**src/rtl/bullet_pool.sv**
```systemverilog
// bullet_pool: a pool of N_BULLETS projectiles that share one spawn point, one
// speed and one fire cooldown. Live bullets move once per frame strobe, up
// (DIR=0) or down (DIR=1). They retire when they leave the screen, and the
// external collision logic can kill a slot at any time through `hit`.
//
// Ports:
//   clk, rst           pixel clock, async active-high reset
//   frame              one-clk strobe at start of vblank
//   fire               level fire request, only looked at on frame strobes
//   speed              unsigned pixels per frame
//   spawn_x/spawn_y    signed spawn point
//   hit[i]             kill slot i (ignored when idle)
//   screen_x/screen_y  signed beam position
//   active[i]          slot i live
//   bullet_x/bullet_y  packed slot coordinates, slot 0 in the LSBs
//   fire_ack/fire_drop one-clk pulses: shot accepted / rejected (pool full)
//   drawing            beam inside any live bullet, 1 clk latency

// One bullet slot: position registers plus a two-state (idle/moving) machine.
// `in_box` is combinational and is registered by the pool.
module bullet_slot #(
  parameter int CW       = 16,
  parameter int V_RES    = 480,
  parameter int BULLET_W = 40,
  parameter int BULLET_H = 30,
  parameter int DIR      = 0
) (
  input  logic                 clk,
  input  logic                 rst,
  input  logic                 frame,
  input  logic                 hit,
  input  logic                 spawn,
  input  logic [7:0]           speed,
  input  logic signed [CW-1:0] spawn_x,
  input  logic signed [CW-1:0] spawn_y,
  input  logic signed [CW-1:0] screen_x,
  input  logic signed [CW-1:0] screen_y,
  output logic                 active,
  output logic signed [CW-1:0] x,
  output logic signed [CW-1:0] y,
  output logic                 in_box
);
  typedef enum logic {IDLE, MOVING} state_t;
  state_t state;

  // Edge and limit compares run one bit wider so that x+W / y+H cannot wrap.
  localparam logic signed [CW:0] W_EXT  = (CW+1)'(BULLET_W);
  localparam logic signed [CW:0] H_EXT  = (CW+1)'(BULLET_H);
  localparam logic signed [CW:0] VR_EXT = (CW+1)'(V_RES);

  logic signed [CW-1:0] spd, new_y;
  logic signed [CW:0]   new_y_ext, x_ext, y_ext, sx_ext, sy_ext;
  logic                 retire;

  always_comb begin
    spd       = $signed(CW'(speed));
    new_y     = (DIR == 0) ? y - spd : y + spd;
    new_y_ext = $signed({new_y[CW-1], new_y});
    retire    = (DIR == 0) ? (new_y_ext + H_EXT <= 0) : (new_y_ext >= VR_EXT);
    x_ext     = $signed({x[CW-1], x});
    y_ext     = $signed({y[CW-1], y});
    sx_ext    = $signed({screen_x[CW-1], screen_x});
    sy_ext    = $signed({screen_y[CW-1], screen_y});
    in_box    = active && (sx_ext >= x_ext) && (sx_ext < x_ext + W_EXT)
                       && (sy_ext >= y_ext) && (sy_ext < y_ext + H_EXT);
  end

  assign active = (state == MOVING);

  always_ff @(posedge clk or posedge rst) begin
    if (rst) begin
      state <= IDLE;
      x     <= '0;
      y     <= '0;
    end else begin
      case (state)
        MOVING: begin
          // hit wins over movement; a killed bullet keeps its last position
          if (hit) begin
            state <= IDLE;
          end else if (frame) begin
            y <= new_y;
            if (retire) state <= IDLE;
          end
        end
        default: begin
          if (spawn) begin
            state <= MOVING;
            x     <= spawn_x;
            y     <= spawn_y;
          end
        end
      endcase
    end
  end
endmodule

module bullet_pool #(
  parameter int N_BULLETS    = 4,
  parameter int SCREEN_CORDW = 16,
  parameter int H_RES        = 640,
  parameter int V_RES        = 480,
  parameter int BULLET_W     = 40,
  parameter int BULLET_H     = 30,
  parameter int COOLDOWN     = 8,
  parameter int DIR          = 0
) (
  input  logic                                 clk,
  input  logic                                 rst,
  input  logic                                 frame,
  input  logic                                 fire,
  input  logic [7:0]                           speed,
  input  logic signed [SCREEN_CORDW-1:0]       spawn_x,
  input  logic signed [SCREEN_CORDW-1:0]       spawn_y,
  input  logic [N_BULLETS-1:0]                 hit,
  input  logic signed [SCREEN_CORDW-1:0]       screen_x,
  input  logic signed [SCREEN_CORDW-1:0]       screen_y,
  output logic [N_BULLETS-1:0]                 active,
  output logic [N_BULLETS*SCREEN_CORDW-1:0]    bullet_x,
  output logic [N_BULLETS*SCREEN_CORDW-1:0]    bullet_y,
  output logic                                 fire_ack,
  output logic                                 fire_drop,
  output logic                                 drawing
);
  localparam int CW  = SCREEN_CORDW;
  localparam int CDW = (COOLDOWN > 0) ? $clog2(COOLDOWN + 1) : 1;

  logic [CDW-1:0]       cd;
  logic [N_BULLETS-1:0] spawn_sel, spawn_en, in_box;
  logic                 any_free, shoot, take, drop;

  // Lowest-index slot that is free at the start of this cycle. Slots freed by
  // hit/retire in this same edge are still active here, so they wait a frame.
  always_comb begin
    spawn_sel = '0;
    any_free  = 1'b0;
    for (int i = 0; i < N_BULLETS; i++) begin
      if (!active[i] && !any_free) begin
        spawn_sel[i] = 1'b1;
        any_free     = 1'b1;
      end
    end
    shoot    = frame && fire && (cd == '0);
    take     = shoot && any_free;
    drop     = shoot && !any_free;
    spawn_en = take ? spawn_sel : '0;
  end

  for (genvar i = 0; i < N_BULLETS; i++) begin : g_slot
    bullet_slot #(
      .CW(CW), .V_RES(V_RES), .BULLET_W(BULLET_W), .BULLET_H(BULLET_H), .DIR(DIR)
    ) u_slot (
      .clk      (clk),
      .rst      (rst),
      .frame    (frame),
      .hit      (hit[i]),
      .spawn    (spawn_en[i]),
      .speed    (speed),
      .spawn_x  (spawn_x),
      .spawn_y  (spawn_y),
      .screen_x (screen_x),
      .screen_y (screen_y),
      .active   (active[i]),
      .x        (bullet_x[i*CW +: CW]),
      .y        (bullet_y[i*CW +: CW]),
      .in_box   (in_box[i])
    );
  end

  always_ff @(posedge clk or posedge rst) begin
    if (rst) begin
      cd        <= '0;
      fire_ack  <= 1'b0;
      fire_drop <= 1'b0;
      drawing   <= 1'b0;
    end else begin
      fire_ack  <= take;
      fire_drop <= drop;
      drawing   <= |in_box;
      if (take)                    cd <= CDW'(COOLDOWN);
      else if (frame && cd != '0)  cd <= cd - 1'b1;
    end
  end
endmodule

```
**config.mk**
```make
export PLATFORM = sky130hd
export DESIGN_NAME = bullet_pool
export DESIGN_NICKNAME = d
export VERILOG_FILES = /design/src/rtl/bullet_pool.sv
export SDC_FILE = /design/constraint.sdc
export NUM_CORES = 1
export LEC_CHECK = 0
export CORE_MARGIN = 3
export CORE_UTILIZATION = 62
export CTS_CLUSTER_SIZE = 25
export DETAILED_ROUTE_END_ITERATION = 10
export GPL_TIMING_DRIVEN = 0
export PLACE_DENSITY = 0.85
export SETUP_SLACK_MARGIN = 0.05
export SLEW_MARGIN = 20
export SYNTH_ARGS = -nofsm -noshare
export SYNTH_HDL_FRONTEND = slang
export SYNTH_SLANG_ARGS = --single-unit
```
**constraint.sdc**
```tcl
create_clock -name clk -period 9.5 [get_ports clk]
set_clock_uncertainty 0.15 [all_clocks]
set_input_delay 1.425 -clock clk [delete_from_list [all_inputs] [get_ports clk]]
set_output_delay 1.425 -clock clk [all_outputs]
set_load 0.01 [all_outputs]
```
* Word-level counts from Yosys, hierarchy flattened
Cells that the tools add are included.
Operators by class: order comparisons 20, equality and inequality tests 8, $add $sub $neg 17, reduce and logical (&&, ||, !) cells 46, shift-type cells 0, bitwise operators 4, divide/modulo/power cells 0, mux-type cells 46, multipliers 0
Operators by type and width (count):
- 16-bit 2-to-1 mux | 16
- 16-bit by 6-bit adder with 17-bit output (second input constant) | 8
- 16-bit by 17-bit < comparator with 1-bit output | 8
- 16-bit >= comparator | 8
- 32-bit by 1-bit less-or-equal comparator with 1-bit output (second input constant) | 4
- 16-bit by 7-bit adder with 17-bit output (second input constant) | 4
- 16-bit by 9-bit subtractor with 16-bit output | 4
- 1-bit 2-to-1 mux | 27
- 1-bit logical AND | 24
- 2-bit != test (second input constant) | 8
- 4-bit 2-to-1 mux | 3
- 3-bit AND reduction | 4
- 2-bit nonzero test | 5
- 2-bit AND reduction | 4
- 1-bit logical NOT | 6
- 4-bit logical NOT | 1
- 1-bit NOT | 4
- 4-bit nonzero test | 1
- 4-bit OR reduction | 1
- 4-bit by 1-bit subtractor with 4-bit output (second input constant) | 1
Storage, ports and cells: word-level logic and storage cells 157, bits in writable memories 0, bits in read-only memories 0, bits in latches 0, memories 0, output and inout bits 135, bits in registers 139

* Logic depth before layout (Yosys ltp)
word-level depth 13, gate-level depth with buffers 15, depth with buffers taken out 15

* By module
From an unflattened synthesis, not the netlist that was laid out.
Second synthesis, totals: cell total of the unflattened synthesis 2052, area, all modules 16503.3 sq um
Modules (own cells, without submodules):
- bullet_slot (g_slot[0].u_slot ...) | sequential area each 825.8 sq um, cells each 506, times used 3, area each 4032.6 sq um
- bullet_slot (g_slot[1].u_slot) | sequential area each 825.8 sq um, cells each 494, times used 1, area each 4022.6 sq um
- bullet_pool | sequential area each 175.2 sq um, cells each 40, times used 1, area each 382.9 sq um

* Worst setup path before layout
Ideal clock, no wire load.
path type input to register, from input port speed[1], to register g_slot[1].u_slot.state, stages on the path 10, path slack 5.104 ns, library setup time 0.130 ns, data arrival time 4.116 ns, path through inv_1 -> fa_1 -> a211oi_4 -> nor3_1 -> nor3_1 -> o211ai_1 -> or4_4 -> or4_1 -> nor3_1 -> a31oi_1
On the way: cells in the longest elaborated chain, start to end 7
Ends and longest elaborated chain:
- start: declaration | RTL line 112 | input logic [7:0] speed,
- 16-bit by 9-bit subtractor with 16-bit output | RTL line 57 | new_y = (DIR == 0) ? y - spd : y + spd;
- 16-bit by 6-bit adder with 17-bit output | RTL line 59 | retire = (DIR == 0) ? (new_y_ext + H_EXT <= 0) : (new_y_ext >= VR_EXT);
- 32-bit by 1-bit less-or-equal comparator with 1-bit output | RTL line 59
- 1-bit 2-to-1 mux | RTL line 83 | if (retire) state <= IDLE;
- 1-bit 2-to-1 mux | RTL line 81 | end else if (frame) begin
- 1-bit 2-to-1 mux | RTL line 79 | if (hit) begin
- 1-bit 2-to-1 mux | RTL line 76 | case (state)
- end signal: assignment | RTL line 80 | state <= IDLE;
- end signal: assignment | RTL line 83
- end signal: assignment | RTL line 88 | state <= MOVING;
- end: declaration | RTL line 44 | state_t state;
Every way passes these cells. A chain may end at the register's enable or synchronous reset.

* Worst setup path in the final report
from input port speed[0], to register g_slot[1].u_slot.state
Same word-level chain as after synthesis.

==> flow_summary.ini <==
[status]
status = completed

[cts]
clk_path_buf_depth = 2
tritoncts.num_buffers = 17
cts_tree = yes
cts_resized = 0
clkSinkCount = 139
path_clk_slew_ns = 0.07
insertion_delay_ns = 0.45
clockRootBuffer = clkbuf_16
cts_hold_buf = 0
cts_max_level = 4
cts_setup_buffers = 0

[drt]
drc = 0
drt_wl_total_um = 56000
vias_per_cell = 6.55
initialDrtViolationCount = 1747
wl_per_cell_um = 22.1
final_antenna_net_count = 0
dr.pass1.iters = 6
num_vias = 16643

[global_routing]
gr-usage-met3_pct = 8.00
grt_antenna_before_repair = 1
grt-busiest-layer = met2
gr-total-overflow = 0
grt_usage_pct = 39.1
met1_usage_pct = 52.9
grt_max_degree = 89
grt_use_met2_pct = 62.1
grt_pass1_vias = 16083
grt_pass1_wl_um = 87300

[cells_and_area]
final_cell_mix = ha_1 (294), clkdlybuf4s50_1 (213), inv_1 (183)
n_antenna_cell = 0
area_growth_pct = 19.8
nNetsFinal = 2574
final_common_cell = ha_1
layout-drive-gt1-share_pct = 4.07
final_area_sq_um = 19300

[worst_setup_path]
crit_fanout = 5
required_ns = 9.66
path_cells = clkdlybuf4s50_1, ha_1, inv_1, fa_1, a211oi_4, o21ai_1, a211oi_2, o211ai_1, or4_4, or4_1, nor3_1, a31oi_1
cp.arrival_ns = 5.42
critPathMaxStageDelay_ns = 0.67
cp-start-kind = primary input
criticalPathCategory = in2reg
end_kind = register
crit_slowest_cell = clkdlybuf4s50_1
crit_family = simple AND/OR/NAND/NOR gates
cp_num_buf_inv = 2

[die]
die_w_um = 167
die-area_sq_um = 28000
die_y_um = 167
rows = 58
coreArea_sq_um = 25400
num_io_pins = 215
start_util_pct = 63.5

[synth]
synthesis.nets = 2341
synth_area_per_cell_sq_um = 8.22
synth_cells = 1963
syn_area_sq_um = 16100
yosysWarnings = 0
ys_types = 77
synthArstFlopShare_pct = 100
synthFlopType = dfrtp_1
seq_area_frac_synth_pct = 21.6
synth-edff-count = 0
synth_seq_cells = 139

[power_and_ir_drop]
ir_drop_mv = 0.125
p_leak_nw = 8.45
power.density_nw_per_um2 = 173

[placed_design]
gp_congestion = 0.989
dpl_cell_area_sq_um = 18700
dpl.hpwl_um = 44000
numPortBuffers = 213

[sta]
fin_crit_ns = 5.25
relSlewSlack_pct = 41.6
finalSetupViolCount = 0
finalHoldViolations = 0
rsz0062_at_grt = false
fin_crit_sh_pct = 55.3
tightest_slew_ns = 0.868
final_max_slew_viol_count = 0
max_freq_mhz = 190
fin_setup_tns_ns = 0

[min_path]
hold_path_class = reg2reg

[job]
max-cap-violations = 0
[registers in the layout, indices dropped and copies added (netlist names)]
signal / cells
fire_drop: 1
g_slot.u_slot.active: 4
drawing: 1
g_slot.u_slot.x: 64
g_slot.u_slot.y: 64
cd: 4
fire_ack: 1
[path summary, 6_finish.rpt]
kind | from | end | slack [ns] | depth (start not counted)
setup reg to reg | g_slot[1].u_slot.y[0] | g_slot[1].u_slot.active | 5.48 | 12
hold / removal | cd[2] | cd[2] | 0.39 | 1
max in group asynchronous | rst | g_slot[3].u_slot.x[5] | 7.11 | 3
hold reg to reg | cd[2] | cd[2] | 0.39 | 1
min in group asynchronous | rst | g_slot[1].u_slot.y[3] | 1.22 | 2
setup / recovery | speed[0] | g_slot[1].u_slot.active | 4.25 | 12
[logic make-up (layout without fill, tap and decap cells)]
family	Yosys count	after routing	share of synthesized area [%]
multiplexers	65	65	4.30
AO/OA/AOI/OAI	516	516	20.4
AND/OR/NAND/NOR	550	550	16.5
buffers and inverters	247	493	5.86
XOR/XNOR	148	148	8.12
flip-flops	139	139	21.6
adder cells (fa/ha/maj)	298	298	23.3
[power by group]
part | internal (mW) | switching [mW]
clock network | 0.407 | 0.328
logic | 0.800 | 0.988
registers | 0.682 | 0.133
total | 1.89 | 1.45
[metrics by stage]
step           utilization [%]  std cells  setup WS [ns]  hold WS, ns  power [mW]
2_1_floorplan                -       1963           4.20        0.318        1.97
3_3_place_gp              73.5       2506           1.88        0.340        2.48
3_5_place_dp              73.7       2507           3.93        0.347        2.55
4_1_cts                   76.1       2539           4.36        0.376        3.29
5_1_grt                   76.1       2539           4.19        0.386        3.56
6_report                  76.1       2539           4.25        0.387        3.34
[final cells by class]
cell class                      count  area, sq um
Clock inverter                     14          171
Fill cell                        1915         6070
Tap cell                          330          413
Multi-Input combinational cell   1577        11700
Timing Repair Buffer              214         2160
Inverter                          187          709
Sequential cell                   139         3480
Clock buffer                       18          439
Buffer                             60          243
[routing by layer]
layer	part of all wire, %	routed length (um)
met1	40	22700
met2	44	24800
met3	11	6260
met4	4.0	2240
met5	0.023	13
[synth_stat cells, types with 11 or more instances]
master | count | area [sq um]
a2111oi_0 | 12 | 105
a211oi_1 | 14 | 105
a21o_1 | 72 | 541
a21oi_1 | 109 | 546
a31oi_1 | 22 | 138
clkbuf_1 | 50 | 188
dfrtp_1 | 139 | 3480
ha_1 | 294 | 3680
inv_1 | 184 | 691
mux2_2 | 34 | 383
mux2i_1 | 31 | 310
nand2_1 | 172 | 646
nand2b_1 | 13 | 81.3
nand3_1 | 47 | 235
nand4_1 | 50 | 313
nor2_1 | 114 | 428
nor2b_1 | 24 | 150
nor3_1 | 54 | 270
nor4_1 | 22 | 138
o211ai_1 | 14 | 105
o21a_1 | 23 | 173
o21ai_0 | 156 | 781
o22ai_1 | 13 | 81.3
o31ai_1 | 11 | 82.6
xnor2_1 | 136 | 1190
xor2_1 | 11 | 96.3
Power figures use the tool's default switching activity.
